## config.mk

```make
export PLATFORM = sky130hd
export DESIGN_NAME = sift_out_nmr_voter_flat
export DESIGN_NICKNAME = d
export VERILOG_FILES = /design/src/rtl/sift_out_pkg.sv /design/src/rtl/sift_out_nmr_voter_if.sv /design/src/rtl/sift_out_detector.sv /design/src/rtl/sift_out_nmr_voter.sv /design/src/flat_wrapper.sv
export SDC_FILE = /design/constraint.sdc
export NUM_CORES = 1
export LEC_CHECK = 0
export BUFFER_PORTS_ARGS = -buffer_cell sky130_fd_sc_hd__buf_2
export CORE_MARGIN = 3
export CORE_UTILIZATION = 23
export DETAILED_ROUTE_END_ITERATION = 8
export GPL_TIMING_DRIVEN = 0
export PLACE_DENSITY = 0.46
export SLEW_MARGIN = 20
export SYNTH_ARGS = -nofsm -noshare
export SYNTH_HDL_FRONTEND = slang
export SYNTH_SLANG_ARGS = --single-unit
```

## constraint.sdc

```tcl
create_clock -name clk -period 4.1 [get_ports clk]
set_input_delay 0.41 -clock clk [delete_from_list [all_inputs] [get_ports clk]]
set_output_delay 0.41 -clock clk [all_outputs]
set_load 0.02 [all_outputs]
```

## src/rtl/sift_out_pkg.sv

```systemverilog
// -----------------------------------------------------------------------------
// sift_out_pkg
// Shared constants and helpers for the sift-out N-module redundancy voter.
//   MAX_N      : largest supported module count
//   FILT_CNT_W : width of the per-module transient mismatch counter
//   POP_W      : width of a population count over MAX_N bits
//   popcount() : number of set bits in a MAX_N-bit vector
// -----------------------------------------------------------------------------
package sift_out_pkg;

    localparam int MAX_N      = 16;
    localparam int FILT_CNT_W = 4;
    localparam int POP_W      = $clog2(MAX_N + 1);

    // Counts set bits; callers zero-extend narrower vectors to MAX_N bits.
    function automatic logic [POP_W-1:0] popcount(input logic [MAX_N-1:0] v);
        logic [POP_W-1:0] acc;
        acc = {POP_W{1'b0}};
        for (int i = 0; i < MAX_N; i++) begin
            acc = acc + {{(POP_W-1){1'b0}}, v[i]};
        end
        return acc;
    endfunction

endpackage

```

## src/rtl/sift_out_nmr_voter_if.sv

```systemverilog
// -----------------------------------------------------------------------------
// sift_out_nmr_voter_if
// Bundles the voter's sample input, clear and result signals.
//   clr        : synchronous clear of all exclusions
//   in_valid   : in_data carries a sample this cycle
//   in_data    : N module outputs, module i at [i*W +: W]
//   out_valid  : one-cycle strobe per accepted sample
//   out_data   : sifted result
//   excl       : sticky per-module exclusion flags
//   excl_count : number of excluded modules
//   disagree   : last two active modules mismatched
// Modports: master = producer/consumer side, slave = voter side.
// -----------------------------------------------------------------------------
interface sift_out_nmr_voter_if #(
    parameter int N = 3,
    parameter int W = 8
);
    logic                       clr;
    logic                       in_valid;
    logic [N*W-1:0]             in_data;
    logic                       out_valid;
    logic [W-1:0]               out_data;
    logic [N-1:0]               excl;
    logic [$clog2(N+1)-1:0]     excl_count;
    logic                       disagree;

    modport master (
        output clr, in_valid, in_data,
        input  out_valid, out_data, excl, excl_count, disagree
    );

    modport slave (
        input  clr, in_valid, in_data,
        output out_valid, out_data, excl, excl_count, disagree
    );
endinterface

```

## src/rtl/sift_out_detector.sv

```systemverilog
// -----------------------------------------------------------------------------
// sift_out_detector
// Combinational pairwise comparator, fault detector and collector.
//   in_data       : N module outputs, module i at [i*W +: W]
//   excl          : registered exclusion flags (active set = ~excl)
//   f             : modules disagreeing with every other active module
//   sel           : lowest-index active module not flagged in f
//   disagree_next : exactly two active modules and they mismatch
// -----------------------------------------------------------------------------
module sift_out_detector
    import sift_out_pkg::*;
#(
    parameter int N  = 3,
    parameter int W  = 8,
    parameter int SW = $clog2(N)
) (
    input  logic [N*W-1:0] in_data,
    input  logic [N-1:0]   excl,
    output logic [N-1:0]   f,
    output logic [SW-1:0]  sel,
    output logic           disagree_next
);

    logic [W-1:0]     data_s [N];
    logic [N-1:0]     active_s;
    logic [N-1:0]     agree_s;
    logic [N-1:0]     raw_f_s;
    logic [N-1:0]     lowest_s;
    logic [N-1:0]     cand_s;
    logic [POP_W-1:0] n_active_s;
    logic             multi_s;
    logic             pair_s;
    logic             all_flag_s;

    for (genvar g = 0; g < N; g++) begin : g_slice
        assign data_s[g] = in_data[g*W +: W];
    end

    assign active_s   = ~excl;
    assign n_active_s = popcount(MAX_N'(active_s));
    assign multi_s    = (n_active_s >= POP_W'(2));
    assign pair_s     = (n_active_s == POP_W'(2));
    // One-hot of the lowest-index active module.
    assign lowest_s   = active_s & (~active_s + {{(N-1){1'b0}}, 1'b1});

    // Marks modules that match at least one other active module.
    always_comb begin
        agree_s = {N{1'b0}};
        for (int i = 0; i < N; i++) begin
            for (int j = 0; j < N; j++) begin
                agree_s[i] = agree_s[i] |
                             ((j != i) && active_s[j] && (data_s[i] == data_s[j]));
            end
        end
    end

    assign raw_f_s    = active_s & ~agree_s & {N{multi_s}};
    // Every active module disagrees with every other: nobody can be trusted
    // more than another, so the lowest-index one is kept alive.
    assign all_flag_s = (raw_f_s == active_s);
    assign disagree_next = pair_s & (|raw_f_s);

    // Final fault vector: a lone pair cannot assign blame, and the last
    // survivor is never flagged.
    always_comb begin
        f = raw_f_s;
        if (pair_s) begin
            f = {N{1'b0}};
        end else if (all_flag_s) begin
            f = raw_f_s & ~lowest_s;
        end else begin
            f = raw_f_s;
        end
    end

    assign cand_s = active_s & ~f;

    // Priority pick of the lowest-index surviving module.
    always_comb begin
        sel = {SW{1'b0}};
        for (int i = N - 1; i >= 0; i--) begin
            sel = cand_s[i] ? SW'(i) : sel;
        end
    end

endmodule

```

## src/rtl/sift_out_nmr_voter.sv

```systemverilog
// -----------------------------------------------------------------------------
// sift_out_nmr_voter
// N-module, W-bit sift-out redundancy voter with sticky exclusion.
//   clk : rising-edge clock
//   rst : asynchronous active-high reset
//   bus : sift_out_nmr_voter_if.slave (clr, in_valid, in_data in;
//         out_valid, out_data, excl, excl_count, disagree out)
// Optional build macro SIFT_OUT_TRANSIENT_FILTER_EN: a module is excluded
// only after FILT_DEPTH consecutive valid mismatching samples; otherwise the
// first mismatch excludes it and FILT_DEPTH is ignored.
// -----------------------------------------------------------------------------
module sift_out_nmr_voter
    import sift_out_pkg::*;
#(
    parameter int N          = 3,
    parameter int W          = 8,
    parameter int FILT_DEPTH = 2
) (
    input  logic                clk,
    input  logic                rst,
    sift_out_nmr_voter_if.slave bus
);

    localparam int SW = $clog2(N);
    localparam int CW = $clog2(N + 1);

    logic [N-1:0]  f_s;
    logic [N-1:0]  set_s;
    logic [SW-1:0] sel_s;
    logic          disagree_next_s;
    logic [W-1:0]  result_s;
    logic [N-1:0]  excl_next_s;

    logic [N-1:0]  excl_r;
    logic [CW-1:0] excl_count_r;
    logic          out_valid_r;
    logic [W-1:0]  out_data_r;
    logic          disagree_r;

    sift_out_detector #(.N(N), .W(W), .SW(SW)) u_detector (
        .in_data       (bus.in_data),
        .excl          (excl_r),
        .f             (f_s),
        .sel           (sel_s),
        .disagree_next (disagree_next_s)
    );

    assign result_s = bus.in_data[int'(sel_s)*W +: W];

`ifdef SIFT_OUT_TRANSIENT_FILTER_EN
    logic [FILT_CNT_W-1:0] cnt_r      [N];
    logic [FILT_CNT_W-1:0] cnt_next_s [N];

    // Filter: exclusion fires on the mismatch that completes FILT_DEPTH in a row.
    always_comb begin
        set_s = {N{1'b0}};
        for (int i = 0; i < N; i++) begin
            set_s[i] = f_s[i] &
                       (({1'b0, cnt_r[i]} + {{FILT_CNT_W{1'b0}}, 1'b1}) >=
                        (FILT_CNT_W+1)'(FILT_DEPTH));
            if (!f_s[i]) begin
                cnt_next_s[i] = {FILT_CNT_W{1'b0}};
            end else if (&cnt_r[i]) begin
                cnt_next_s[i] = cnt_r[i];
            end else begin
                cnt_next_s[i] = cnt_r[i] + {{(FILT_CNT_W-1){1'b0}}, 1'b1};
            end
        end
    end

    // Mismatch counters advance only on valid samples; clr wipes them.
    always_ff @(posedge clk or posedge rst) begin
        if (rst) begin
            for (int i = 0; i < N; i++) cnt_r[i] <= {FILT_CNT_W{1'b0}};
        end else if (bus.clr) begin
            for (int i = 0; i < N; i++) cnt_r[i] <= {FILT_CNT_W{1'b0}};
        end else if (bus.in_valid) begin
            for (int i = 0; i < N; i++) cnt_r[i] <= cnt_next_s[i];
        end
    end
`else
    assign set_s = f_s;
`endif

    // Next exclusion state: clr wins over new exclusions.
    always_comb begin
        excl_next_s = excl_r;
        if (bus.clr) begin
            excl_next_s = {N{1'b0}};
        end else if (bus.in_valid) begin
            excl_next_s = excl_r | set_s;
        end else begin
            excl_next_s = excl_r;
        end
    end

    // Exclusion flags and their population count move together.
    always_ff @(posedge clk or posedge rst) begin
        if (rst) begin
            excl_r       <= {N{1'b0}};
            excl_count_r <= {CW{1'b0}};
        end else begin
            excl_r       <= excl_next_s;
            excl_count_r <= CW'(popcount(MAX_N'(excl_next_s)));
        end
    end

    // Result registers: one-cycle latency, hold when no sample arrives.
    always_ff @(posedge clk or posedge rst) begin
        if (rst) begin
            out_valid_r <= 1'b0;
            out_data_r  <= {W{1'b0}};
            disagree_r  <= 1'b0;
        end else if (bus.in_valid) begin
            out_valid_r <= 1'b1;
            out_data_r  <= result_s;
            disagree_r  <= disagree_next_s;
        end else begin
            out_valid_r <= 1'b0;
        end
    end

    assign bus.out_valid  = out_valid_r;
    assign bus.out_data   = out_data_r;
    assign bus.excl       = excl_r;
    assign bus.excl_count = excl_count_r;
    assign bus.disagree   = disagree_r;

endmodule

```

## src/flat_wrapper.sv

```systemverilog
// flat-port wrapper written by rule: the top's interface ports become plain ports
module sift_out_nmr_voter_flat import sift_out_pkg::*;
#(
    parameter int N          = 3,
    parameter int W          = 8,
    parameter int FILT_DEPTH = 2
)
  (clk, rst, bus_clr, bus_in_valid, bus_in_data, bus_out_valid, bus_out_data, bus_excl, bus_excl_count, bus_disagree);
  sift_out_nmr_voter_if #(.N(N), .W(W)) bus_i ();
  input  logic clk;
  input  logic rst;
  input wire logic [$bits(bus_i.clr)-1:0] bus_clr;
  input wire logic [$bits(bus_i.in_valid)-1:0] bus_in_valid;
  input wire logic [$bits(bus_i.in_data)-1:0] bus_in_data;
  output wire logic [$bits(bus_i.out_valid)-1:0] bus_out_valid;
  output wire logic [$bits(bus_i.out_data)-1:0] bus_out_data;
  output wire logic [$bits(bus_i.excl)-1:0] bus_excl;
  output wire logic [$bits(bus_i.excl_count)-1:0] bus_excl_count;
  output wire logic [$bits(bus_i.disagree)-1:0] bus_disagree;
  assign bus_i.clr = bus_clr;
  assign bus_i.in_valid = bus_in_valid;
  assign bus_i.in_data = bus_in_data;
  assign bus_out_valid = bus_i.out_valid;
  assign bus_out_data = bus_i.out_data;
  assign bus_excl = bus_i.excl;
  assign bus_excl_count = bus_i.excl_count;
  assign bus_disagree = bus_i.disagree;
  sift_out_nmr_voter #(.N(N), .W(W), .FILT_DEPTH(FILT_DEPTH)) u_core (.clk(clk), .rst(rst), .bus(bus_i));
endmodule
```

# --- Word-level counts from Yosys, hierarchy flattened ---
# Cells that the tools add are included.
totals:
  ff_bits: 15
  input_bits: 28
  output_inout_bits: 15
  elab_cells: 50
classes:
  n_addsub: 5
  n_lt_le_gt_ge: 1
  eq_ne: 8
  n_shift: 1
  mux: 8
  n_bitwise: 15
  reduce_logical: 7
op_table:
  columns: ["operator", "count"]
  rows:
  - ["$eq 8x8->1", 6]
  - ["$shiftx 24x6->8", 1]
  - ["$and 3x3->3", 5]
  - ["$not 3->3", 5]
  - ["$mux 3", 4]
  - ["$logic_and 1x1->1", 6]
  - ["$mux 2", 3]
  - ["$add 1x1->2", 2]
  - ["$add 2x1->3", 1]
  - ["$add 3x1->3 const B", 1]
  - ["$eq 3x2->1 const B", 1]
  - ["$eq 3x3->1", 1]
  - ["$ge 3x2->1 const B", 1]
  - ["$or 1x1->1", 3]
  - ["$or 3x3->3", 1]
  - ["$reduce_or 3->1", 1]
  - ["$add 2x1->2", 1]
  - ["$and 1x1->1", 1]
  - ["$mux 1", 1]

# --- Longest topological paths before layout ---
logic_depth:
  word_depth: 15
  depth_mapped: 13
  ltp_nobuf: 12

# --- Cells and area by module ---
# Synthesis repeated with hierarchy kept, for this count alone.
hier_totals:
  cells_unflattened: 139
  hier_area_um2: 1291.2
by_module_without_submodules:
  columns: ["module", "instances", "cells_each", "area_each_um2", "seq_area_each_um2"]
  rows:
  - ["sift_out_nmr_voter", 1, 68, 714.4, 375.4]
  - ["sift_out_detector", 1, 71, 576.8, 0.0]

# --- Worst setup path after synthesis ---
# No wires, ideal clock.
synth_path:
  kind: "register to register"
  startpoint: "register u_core.excl_r[0] (netlist: u_core.bus.excl[0])"
  endpoint: "register u_core.excl_count_r[0] (netlist: u_core.bus.excl_count[0])"
  setup_time_ns: 0.136
  arrival_ns: 3.484
  t_required_ns: 3.964
  slack_ns: 0.480
  path_stages_with_launch: 14
  path_buffers: 2
  period_less_slack_ns: 3.620
  cell_sequence: "dfrtp_1 fa_1 clkbuf_1 nor2_1 o211ai_1 inv_1 ha_1 inv_1 o41ai_4 mux2i_1 buf_2 nor2_1 nor3_1 fa_1"
synth_via:
  elab_chain_len: 14
  word_cells_on_any_way: 25
  cone_classes: "add/sub: 5; order compare: 1; eq/ne: 2; mux: 4; bitwise: 11; reduce/logical: 2"
synth_rtl:
  columns: ["element", "line", "source"]
  rows:
  - ["from (decl)", "sift_out_nmr_voter.sv:34", "logic [N-1:0] excl_r;"]
  - ["from (signal assigned)", "sift_out_nmr_voter.sv:100", "excl_r <= {N{1'b0}};"]
  - ["from (signal assigned)", "sift_out_nmr_voter.sv:103", "excl_r <= excl_next_s;"]
  - ["branches (longest 10 deep; another with $add 2x1->3)", null, null]
  - ["$mux 3 (*)", "sift_out_nmr_voter.sv:90", "end else if (bus.in_valid) begin"]
  - ["$mux 3 (*)", "sift_out_nmr_voter.sv:88", "if (bus.clr) begin"]
  - ["named net u_core.excl_next_s[0]", "sift_out_nmr_voter.sv:32", "logic [N-1:0] excl_next_s;"]
  - ["$add 1x1->2 (*)", "sift_out_pkg.sv:20", "acc = acc + {{(POP_W-1){1'b0}}, v[i]};"]
  - ["$add 2x1->2 (*)", "sift_out_pkg.sv:20", null]
  - ["to (signal assigned)", "sift_out_nmr_voter.sv:101", "excl_count_r <= {CW{1'b0}};"]
  - ["to (signal assigned)", "sift_out_nmr_voter.sv:104", "excl_count_r <= CW'(popcount(MAX_N'(excl_next_s)));"]
  - ["to (decl)", "sift_out_nmr_voter.sv:35", "logic [CW-1:0] excl_count_r;"]
# Mark *: on every way through the listed nets, which the timed path passes.
# A chain may end at the register's enable or synchronous reset.

# --- Worst setup path after layout ---
layout_path:
  startpoint: "input bus_in_data[5]"
  endpoint: "register u_core.excl_count_r[0] (netlist: u_core.bus.excl_count[0])"
layout_via:
  elab_chain_len: 14
  word_cells_on_any_way: 23
  cone_classes: "add/sub: 2; eq/ne: 5; mux: 4; bitwise: 8; reduce/logical: 4"
layout_rtl:
  columns: ["element", "line", "source"]
  rows:
  - ["from (decl)", "flat_wrapper.sv:14", "input wire logic [$bits(bus_i.in_data)-1:0] bus_in_data;"]
  - ["$eq 8x8->1", "sift_out_detector.sv:52", "((j != i) && active_s[j] && (data_s[i] == data_s[j]));"]
  - ["$logic_and 1x1->1", "sift_out_detector.sv:52", null]
  - ["$or 1x1->1", "sift_out_detector.sv:51", "agree_s[i] = agree_s[i] |"]
  - ["$not 3->3 (*)", "sift_out_detector.sv:57", "assign raw_f_s = active_s & ~agree_s & {N{multi_s}};"]
  - ["$and 3x3->3 (*) (2 in a row)", "sift_out_detector.sv:57", null]
  - ["$eq 3x3->1 / $and 3x3->3 (equally long branches)", "sift_out_detector.sv:60, sift_out_detector.sv:70", null]
  - ["$mux 3 (*)", "sift_out_detector.sv:69", "end else if (all_flag_s) begin"]
  - ["$mux 3 (*)", "sift_out_detector.sv:67", "if (pair_s) begin"]
  - ["$or 3x3->3 (*)", "sift_out_nmr_voter.sv:91", "excl_next_s = excl_r | set_s;"]
  - ["$mux 3 (*)", "sift_out_nmr_voter.sv:90", null]
  - ["$mux 3 (*)", "sift_out_nmr_voter.sv:88", null]
  - ["named net u_core.excl_next_s[0]", "sift_out_nmr_voter.sv:32", null]
  - ["$add 1x1->2 (*)", "sift_out_pkg.sv:20", null]
  - ["$add 2x1->2 (*)", "sift_out_pkg.sv:20", null]
# Mark *: on every way through the listed nets, which the timed path passes. The rest lies on a longest branch.

==> out/results.ini <==
[status]
status=finished, final reports clean

[power_and_ir_drop]
intPower_mw=0.7126
clkPwrFrac_pct=8.7
p_total_mw=1.476
p_leak_nw=0.8633
peakVddDrop_mv=0.3062
p_seq_share_pct=17.6
swShare_pct=51.73
p_sw_mw=0.7637
power_density_mw_per_mm2=814.9
pwr-share-comb_pct=73.7

[finish]
syn_to_final_growth_pct=25.91
fin_nets=250
utilization_pct=30.24
drive_gt1_share_pct=28.44
stdcell_count=293
antennaDiodeCount=0
fillers=654
seqCellArea_um2=375.4
multi_input_area_um2=952.2

[synthesis]
syn_area_mm2=0.001439
yosysSeqAreaShare_pct=26.09
syn_area_per_cell_um2=8.514
yosys_warnings=0
synth-seq-cells=15
synthesis.nets=200
yosysMostFrequentCell=xor2_1
yosysTopAreaCell=dfrtp_1
synth_edf_count=0
syn_inst=169
netlist_top_cells_area=dfrtp_1 26%, xor2_1 15%, a221oi_2 6.3%
postSynth.asyncResetShare_pct=100.0
synth_top_flop_cell=dfrtp_1
ys_types=42
yosysTopAreaCellShare_pct=26.09
synthTopCellsByCount=24 x xor2_1, 21 x inv_1, 20 x nor2_1, 15 x dfrtp_1

[cts]
htree_num_levels=1
post_cts_resized=0
path_clk_slew_ns=0.07
cts_buffers=3
postCtsHoldBufs=0
clock_latency_ns=0.26
root_buffer=clkbuf_8
clockBufferDepth=2
clock-sinks=15
cts_tree=built

[timing]
hold_viol_final=0
holdWs_ns=0.2175
slew_violations=0
finalCriticalPeriod_ns=3.743
rsz0062_at_grt=false
worst_pin_slew_ns=0.6302
fmaxAchievable_mhz=267.2
period_share_pct=91.30
maxSlewHeadroom_pct=57.90
finalWorstSetupSlack_ns=0.3568
setup_viol=0
finalClockSkew_ns=0.003280

[global_routing]
antenna_found_initial=0
grtUsageTotal_pct=12.49
grt_overflow=0
grt_max_degree=16
grt_pass1_vias=1424
grt_pass1_wl_mm=7.300

[route]
viasPerCell=4.795
dr.pass1.iters=4
ant_nets=0
drc=0
drt_iter0_drc=80
routedWlPerCell_um=14.98
routed_wl_mm=4.390
vias=1405

[placed_design]
dpl.hpwl_mm=3.578
gp_congestion=0.8722
pre_cts_ws_ns=-0.1959
dp_cells=286
port_buffers=42

[setup_path]
required_ns=4.23
cp-end-kind=register
crit_path_max_incr_delay_ns=0.55
crit_start=bus_in_data[5]
arrival_ns=3.87
path_delay_family=simple AND/OR/NAND/NOR gates
startpoint_type=primary input
path_cells=buf_2 -> xor2_1 -> nor4_1 -> nand3_1 -> o211ai_1 -> inv_1 -> ha_1 -> inv_1 -> o41ai_4 -> mux2i_1 -> buf_2 -> nor2_1 -> nor3_1 -> fa_1
critical_path_class=primary input to register
crit_path_max_fanout=10
slowest_stage=nor4_1
timing.rr.start=u_core.bus.excl[0]$_DFF_PP0_
cp.buffers_inverters=4

[floorplanning]
core_area_mm2=0.005991
std_cell_rows=28
die_area_mm2=0.007241
ios=43
die_w_um=85.10
start_util_pct=24.02
dieHeight_um=85.10

[flow_run]
cap_violations=0

[worst_hold_path]
hp-class=primary input to asynchronous set/reset pin

## state kept, by name (all words and copies together) (netlist names)
name and flops:
u_core.bus.disagree 1, u_core.bus.excl 3, u_core.bus.excl_count 2, u_core.bus.out_valid 1
u_core.bus.out_data 8
## through the flow
step                cell area (um2)  setup TNS (ns)
detailed placement             1743         -0.1959
global placement               1743         -0.2209
CTS                            1789               0
floorplan                      1439               0
finish                         1812               0
global route                   1812               0
## routing by layer
layer  routed length, um  track usage, %  vias up  share of wire (%)
li1                    -               -      710                  -
met1                2131           17.18      656                 49
met2                2066           20.55       33                 47
met3                 134           1.845        6                3.1
met4                  58           3.022        0                1.3
met5                   0               0        -                  0
## worst reg2reg max path: stages, from the launching register on
cell,delay [ns]
dfrtp_1,0.55
fa_1,0.23
clkbuf_1,0.29
nor2_1,0.11
o211ai_1,0.16
inv_1,0.08
ha_1,0.34
inv_1,0.08
o41ai_4,0.31
mux2i_1,0.32
buf_2,0.28
nor2_1,0.06
nor3_1,0.33
fa_1,0.45
## cell type report
class	instances	area share, %
buffer	7	1.588
clock inverter	1	0.2762
timing repair buffer	45	12.85
inverter	22	4.558
multi-input combinational	125	52.56
tap	75	5.180
sequential	15	20.72
clock buffer	3	2.279
## path summary, 6_finish.rpt
check	slack [ns]	end	depth (start not counted)
worst min-delay path	0.22	u_core.bus.out_data[7]$_DFFE_PP0P_	2
worst min register to register	0.49	u_core.bus.disagree$_DFFE_PP0P_	2
min in group clk	0.37	u_core.bus.out_valid$_DFF_PP0_	1
worst max-delay path	0.36	u_core.bus.excl_count[0]$_DFF_PP0_	14
max in group asynchronous	3.49	u_core.bus.excl[1]$_DFF_PP0_	2
worst max register to register	0.38	u_core.bus.excl_count[0]$_DFF_PP0_	13
## what timing repair did
action / in CTS / in global routing
endpoints found under the hold margin: 0 / 0
buffers inserted: 0 / 3
endpoints found under the setup margin: 0 / 2
## power groups by stage
stage / combinational, mW / sequential (mW) / clock (mW)
after floorplan: 0.697 / 0.335 / 0
after global placement: 1.05 / 0.266 / 0
after detailed placement: 1.04 / 0.264 / 0
after CTS: 1.05 / 0.262 / 0.133
after global routing: 1.21 / 0.273 / 0.135
final: 1.09 / 0.260 / 0.128
## cells by family (layout without fill, tap and decap cells)
family,after synthesis,after routing,share of synthesized area (%)
AND/OR/NAND/NOR,51,51,18.44
AO/OA/AOI/OAI,46,46,28.78
buffers and inverters,29,78,7.739
XOR/XNOR,24,24,14.61
flip-flops,15,15,26.09
adder cells (fa/ha/maj),3,3,3.652
multiplexers,1,1,0.6957
## cell usage in the layout, fill, tap and decap left out, types with 2 or more instances in the layout
cell | netlist | routed
nor2_1 | 20 | 20
buf_4 | 0 | 3
dfrtp_1 | 15 | 15
o22ai_1 | 6 | 6
a221oi_2 | 6 | 6
buf_2 | 2 | 44
a221oi_1 | 6 | 6
and3_1 | 2 | 2
a21oi_1 | 6 | 6
a211oi_1 | 2 | 2
clkbuf_8 | 0 | 3
o221ai_1 | 4 | 4
nor4_1 | 6 | 6
or2b_1 | 2 | 2
clkbuf_1 | 5 | 5
xor2_1 | 24 | 24
fa_1 | 2 | 2
nand2b_1 | 5 | 5
a31oi_1 | 4 | 4
nor3_1 | 2 | 2
inv_1 | 21 | 21
nand2_1 | 6 | 6
o31ai_1 | 2 | 2
No activity file was read; power rests on OpenSTA's default activity.
